===== src/rtl/perf_stat_monitor.sv =====
// Run statistics for the single-cycle core plus a debounced, button-selected display source.
// Counters saturate and freeze once the halt syscall is seen; display path keeps running.
module perf_stat_monitor #(
  parameter int unsigned DATA_BITS       = 32,
  parameter int unsigned DEBOUNCE_CYCLES = 16,
  parameter int unsigned CNT_BITS        = 5
) (
  input  logic                 clk,
  input  logic                 rst,
  input  logic                 pcen,
  input  logic                 syscall,
  input  logic                 v0_is_34,
  input  logic                 jmp,
  input  logic                 jr,
  input  logic                 branch_taken,
  input  logic [DATA_BITS-1:0] led_in,
  input  logic                 btn_raw,
  output logic [DATA_BITS-1:0] disp_data,
  output logic [2:0]           disp_sel,
  output logic                 halted
);

  typedef enum logic [0:0] {StRun, StHalt} state_e;

  localparam logic [DATA_BITS-1:0] CntMax = '1;
  localparam logic [DATA_BITS-1:0] CntOne = DATA_BITS'(1);
  localparam logic [CNT_BITS-1:0]  DebMax = CNT_BITS'(DEBOUNCE_CYCLES);
  localparam logic [CNT_BITS-1:0]  DebOne = CNT_BITS'(1);

  state_e               state_q, state_d;
  logic [DATA_BITS-1:0] instr_cnt_q, instr_cnt_d;
  logic [DATA_BITS-1:0] jump_cnt_q, jump_cnt_d;
  logic [DATA_BITS-1:0] branch_cnt_q, branch_cnt_d;
  logic [DATA_BITS-1:0] print_cnt_q, print_cnt_d;
  logic                 sync1_q, sync2_q;
  logic [CNT_BITS-1:0]  deb_q, deb_d;
  logic                 press;
  logic [2:0]           disp_sel_q, disp_sel_d;
  logic [DATA_BITS-1:0] disp_data_q, disp_mux;

  // FSM state register
  always_ff @(posedge clk or negedge rst) begin
    if (!rst) state_q <= StRun;
    else      state_q <= state_d;
  end

  // FSM next state: halt syscall is terminal until reset
  always_comb begin
    state_d = state_q;
    unique case (state_q)
      StRun:   if (syscall && !v0_is_34) state_d = StHalt;
      StHalt:  state_d = StHalt;
      default: state_d = StRun;
    endcase
  end

  // FSM outputs
  always_comb begin
    halted = (state_q == StHalt);
  end

  always_comb begin
    instr_cnt_d  = instr_cnt_q;
    jump_cnt_d   = jump_cnt_q;
    branch_cnt_d = branch_cnt_q;
    print_cnt_d  = print_cnt_q;
    if (state_q == StRun) begin
      if (pcen && instr_cnt_q != CntMax) instr_cnt_d = instr_cnt_q + CntOne;
      if (pcen && (jmp || jr) && jump_cnt_q != CntMax) jump_cnt_d = jump_cnt_q + CntOne;
      // A jump overrides pcsel, so only pure conditional branches count here
      if (pcen && branch_taken && !jmp && !jr && branch_cnt_q != CntMax) begin
        branch_cnt_d = branch_cnt_q + CntOne;
      end
      if (syscall && v0_is_34 && print_cnt_q != CntMax) print_cnt_d = print_cnt_q + CntOne;
    end
  end

  // Pulse only on the step into saturation, so a held button advances once
  assign press = sync2_q && (deb_q == DebMax - DebOne);

  always_comb begin
    deb_d = deb_q;
    if (!sync2_q)           deb_d = '0;
    else if (deb_q != DebMax) deb_d = deb_q + DebOne;
  end

  always_comb begin
    disp_sel_d = disp_sel_q;
    if (press) disp_sel_d = (disp_sel_q >= 3'd4) ? 3'd0 : disp_sel_q + 3'd1;
  end

  always_comb begin
    case (disp_sel_q)
      3'd0:    disp_mux = led_in;
      3'd1:    disp_mux = instr_cnt_q;
      3'd2:    disp_mux = jump_cnt_q;
      3'd3:    disp_mux = branch_cnt_q;
      3'd4:    disp_mux = print_cnt_q;
      default: disp_mux = '0;
    endcase
  end

  always_ff @(posedge clk or negedge rst) begin
    if (!rst) begin
      instr_cnt_q  <= '0;
      jump_cnt_q   <= '0;
      branch_cnt_q <= '0;
      print_cnt_q  <= '0;
      sync1_q      <= 1'b0;
      sync2_q      <= 1'b0;
      deb_q        <= '0;
      disp_sel_q   <= 3'd0;
      disp_data_q  <= '0;
    end else begin
      instr_cnt_q  <= instr_cnt_d;
      jump_cnt_q   <= jump_cnt_d;
      branch_cnt_q <= branch_cnt_d;
      print_cnt_q  <= print_cnt_d;
      sync1_q      <= btn_raw;
      sync2_q      <= sync1_q;
      deb_q        <= deb_d;
      disp_sel_q   <= disp_sel_d;
      disp_data_q  <= disp_mux;
    end
  end

  assign disp_data = disp_data_q;
  assign disp_sel  = disp_sel_q;

endmodule


===== config.mk =====
export PLATFORM = sky130hd
export DESIGN_NAME = perf_stat_monitor
export DESIGN_NICKNAME = d
export VERILOG_FILES = /design/src/rtl/perf_stat_monitor.sv
export SDC_FILE = /design/constraint.sdc
export NUM_CORES = 1
export LEC_CHECK = 0
export ABC_CLOCK_PERIOD_IN_PS = 5100
export BUFFER_PORTS_ARGS = -buffer_cell sky130_fd_sc_hd__buf_2
export CORE_UTILIZATION = 30
export DETAILED_ROUTE_END_ITERATION = 12
export PLACE_DENSITY = 0.55
export SLEW_MARGIN = 20
export SYNTH_ARGS = -nofsm -noshare
export SYNTH_HDL_FRONTEND = slang
export SYNTH_SLANG_ARGS = --single-unit

===== constraint.sdc =====
create_clock -name clk -period 5.1 [get_ports clk]
set_clock_uncertainty 0.1 [all_clocks]
set_input_delay 0.255 -clock clk [delete_from_list [all_inputs] [get_ports clk]]
set_output_delay 0.255 -clock clk [all_outputs]
set_load 0.01 [all_outputs]

Word-level counts from Yosys, hierarchy flattened
Cells that the tools add are included. W data, S select, Z words.

Add/sub/neg operators: 6. $lt $le $gt $ge: 1. Equality and inequality tests: 11. Mux-type cells: 6. Bitwise gates (word level): 1. Reduce and logical (&&, ||, !) cells: 20.

Operators by type and width (number): $pmux W32 S5 (1); $add A32 B1 Y32 const B (4); $ne A32 B32 Y1 const B (4); $logic_and A1 B1 Y1 (11); $mux W5 (2); $reduce_and A2 Y1 (4); $eq A3 B2 Y1 const B (2); $add A5 B1 Y5 const B (1); $eq A5 B4 Y1 const B (1); $ne A5 B5 Y1 const B (1); $add A3 B1 Y3 const B (1); $eq A3 B1 Y1 const B (1); $eq A3 B3 Y1 const B (1); $ge A3 B3 Y1 const B (1); $logic_not A1 Y1 (3); $logic_not A3 Y1 (1); $mux W3 (1); $ne A2 B1 Y1 const B (1); $pmux W1 S2 (1); $logic_or A1 B1 Y1 (1); $mux W1 (1); $not A1 Y1 (1).

Register bits after elaboration: 171. Input port bits: 41.

Longest topological paths before layout
Depth after elaboration: 5. Depth in mapped cells: 8. Depth with buffers taken out: 6.

Least setup slack after synthesis
OpenSTA, ideal clock, no wires.

Path kind: register -> register. Start: reg jump_cnt_q[0]. End: reg jump_cnt_q[15]. Setup time: 138 ps. Arrival time: 1877 ps. Required time: 4862 ps. Setup slack: 2985 ps. Stages on the path, launching flop included: 8. Cells stage by stage: dfrtp_1 ha_1 nand4_1 or3_1 nor4_2 buf_2 nor4_1 xor2_1.

Cells in the longest elaborated chain, start to end: 3. Elaborated cells between the ends (all ways): 4.

RTL lines: from (decl) (line 32) `logic [DATA_BITS-1:0] jump_cnt_q, jump_cnt_d;`; from (signal assigned) (line 116) `jump_cnt_q <= jump_cnt_d;`; parallel branches: the longest is 3 deep, another holds $add A32 B1 Y32.

Several ways; the timed one is not identified. A chain may end at the register's enable or synchronous reset.

Worst setup path in the final report
Start: reg jump_cnt_q[1]. End: reg jump_cnt_q[1].

The elaborated chain is that of the path after synthesis.

==> results by group <==
Timing
  – Slew headroom: 31.9%
  – Max Clock Freq: 321 MHz
  – RSZ-0062 raised after global routing: no
  – Final hold vios: 0
  – Final worst path period share: 61.1%
  – Setup TNS: 0 ps
  – Final Max Tran Viols: 0
  – Least-Margin Pin Slew: 1020 ps
  – Minimum clock period: 3120 ps
  – Number of setup violations in the final report: 0

CTS
  – Post-CTS Hold Buffers: 25
  – CTS Sinks: 171
  – Buffer count from post-CTS setup fixing: 0
  – Clock-pin slew on the worst setup and hold paths: 70 ps
  – PostCTS Resize Cnt: 0
  – TritonCTS clock tree: yes
  – Htree depth: 4
  – Clk buf depth: 2
  – Worst-Skew Late Latency: 440 ps
  – Clk root buf: clkbuf_16
  – CTS Buf Count: 17

Global route
  – Largest net degree at the start of global routing: 160
  – GR Util All Layers: 18.4%
  – Grt total ovfl: 0
  – Vias in the first global route: 6419
  – Initial antenna violation count: 0
  – First-pass GRT wire length: 39.2 mm

Layout
  – Final #Nets: 944
  – N_diodes: 0
  – Design area: 10000 sq um
  – Syn-to-layout area delta: 19.6%
  – Ratio of cells with drive above 1 in the final layout: 14.7%

Die
  – I/O pin count: 77
  – Die ar.: 28700 sq um
  – Initial Util: 30.8%
  – Core Region: 27300 sq um
  – Die Ht: 169 um
  – Cell Rows: 60
  – Die width: 169 um

Worst setup path
  – Startpoint Class: flip-flop
  – Worst setup path start: jump_cnt_q[1]
  – End of the critical path: jump_cnt_q[1]
  – Worst-path maximum fanout: 11
  – FF-to-FF setup slack: 1980 ps
  – Worst-case reg-to-reg path depth: 7
  – Reg2Reg Capture Point: jump_cnt_q[1]
  – CP arrival: 3330 ps
  – Critical path data required time: 5320 ps
  – Critical path class: flip-flop to flip-flop
  – CP endpoint kind: flip-flop
  – Worst r2r src: jump_cnt_q[1]
  – Slowest library cell on the worst path: nor4_2
  – CP cell instances: ha_1 -> nand4_1 -> or3_1 -> nor4_2 -> buf_4 -> nor2_1 -> mux2_1
  – Largest stage delay, worst path: 810 ps

Route
  – Routed WL: 25.3 mm
  – Vias: 6692
  – Routed WL per cell: 19.8 um
  – Antenna viol nets, final: 0
  – Initial drt markers: 625
  – # DRC: 0
  – Vias/cell: 5.24
  – DR pass1 iterations: 7

Yosys
  – Yosys warning count: 0
  – Count leader, synth: dfrtp_1
  – Area leader, netlist: dfrtp_1
  – Post-synth top flop: dfrtp_1
  – Synth top area share: 50.9%
  – Syn_area_per_cell: 10.6 sq um
  – Top post-synthesis cells by count: dfrtp_1 (171), xnor2_1 (78), nand3_1 (76)
  – Mapped Nets: 848
  – Ys async rst share: 100%
  – Post-synthesis cell count: 795
  – #FFs+latches synth: 171
  – Top cells by area, synth: dfrtp_1 (51%), xnor2_1 (8.1%), xor2_1 (5.0%)
  – EDFF count, synth: 0
  – Sequential fraction of the synthesis area: 50.9%
  – Post-synthesis cell type count: 49
  – Netlist Area Pre-Place: 8410 sq um

Placed design
  – DP Wirelength: 18.5 mm
  – RD Place Congestion: 0.854
  – Area post-placement: 9200 sq um
  – Port bufs: 76

Pwr
  – Net Sw Frac: 25.3%
  – P_sw: 740 uW
  – Internal power: 2.19 mW
  – Worst vdd ir: 0.000142 V
  – Clk pwr share: 44.7%
  – Leak: 4.40 nW
  – Sequential Power Share: 50.1%
  – Logic pwr share: 5.2%
  – Pwr per Cell Area: 292 nW/um^2

Worst hold path
  – Worst hold path class: input pin to flip-flop

Run status
  – Run status: finished clean

Flow run
  – Max-cap violations: 0
[cell usage in the layout (no fill, tap or decap), types with 25 or more instances in the layout]
cell,count
nor2_1,34
and3_1,25
xnor2_1,78
a22oi_1,55
nand2_1,68
buf_2,75
dlygate4sd3_1,25
dfrtp_1,171
nand4_1,58
nand3_1,76
xor2_1,48
[routing by layer]
layer	GRT usage, %	vias to the layer above	part of all wire [%]
li1	-	3120	-
met1	28.1	3300	50
met2	24.7	258	40
met3	5.69	14	8.3
met4	4.43	0	0.87
met5	0	-	0
[registers in the layout (all words and copies together) (netlist names), 3 cells and up]
signal        cells
branch_cnt_q     32
disp_data        32
instr_cnt_q      32
jump_cnt_q       32
print_cnt_q      32
deb_q             5
disp_sel          3
[layout make-up]
cell class	instances	area (sq um)
Tap cell	372	465
Timing Repair Buffer	106	687
Inverter	10	37.5
Multi-Input combinational cell	585	3990
Clock inverter	12	131
Clock buffer	20	457
Fill cell	2663	17200
Sequential cell	171	4280
[through the flow]
stage | total power [mW] | setup slack, ps | util, % | hold WS, ps | instances
floorplan | 1.54 | 2980 | - | -141 | 795
global placement | 1.63 | 2070 | 33.7 | -14.6 | 1219
detailed placement | 1.63 | 2000 | 33.8 | -14.7 | 1219
CTS | 2.95 | 1980 | 36.8 | 39.3 | 1276
global route | 3.04 | 1860 | 36.9 | 56.8 | 1276
finish | 2.93 | 1980 | 36.9 | 41.2 | 1276
[worst min-delay path by stage]
| stage | from | to | slack (ps) | cells after the start |
|---|---|---|---|---|
| global placement | rst | deb_q[0] | -10 | 1 |
| finish | led_in[22] | disp_data[22] | 40 | 3 |
| floorplan | rst | branch_cnt_q[0] | -140 | 0 |
| CTS | led_in[22] | disp_data[22] | 40 | 3 |
| global route | led_in[25] | disp_data[25] | 60 | 3 |
| detailed placement | rst | deb_q[0] | -10 | 1 |
[power by group through the flow]
stage,registers (mW),logic [mW],clock network [mW]
6_report,1.47,0.152,1.31
5_1_grt,1.47,0.174,1.39
4_1_cts,1.47,0.156,1.33
3_5_place_dp,1.49,0.141,0
3_3_place_gp,1.49,0.138,0
2_1_floorplan,1.48,0.0609,0
[cell families (layout without fill, tap and decap cells)]
group | Yosys count | count (layout) | share of synthesized area [%]
mux | 4 | 4 | 0.536
flops | 171 | 171 | 50.9
xor+xnor | 126 | 126 | 13.1
simple gates | 350 | 350 | 23.2
compound gates | 93 | 93 | 8.57
fa+ha+maj | 12 | 12 | 1.79
buf+inv | 39 | 148 | 1.86
[critical path, delay by kind of cell (launching register included)]
kind	cells	cell delay [ps]
DFF	1	440
buffers and inverters	1	320
adders and majority gates	1	230
muxes	1	350
and+or+nand+nor	4	1550
(Power assumes the default switching activity.)
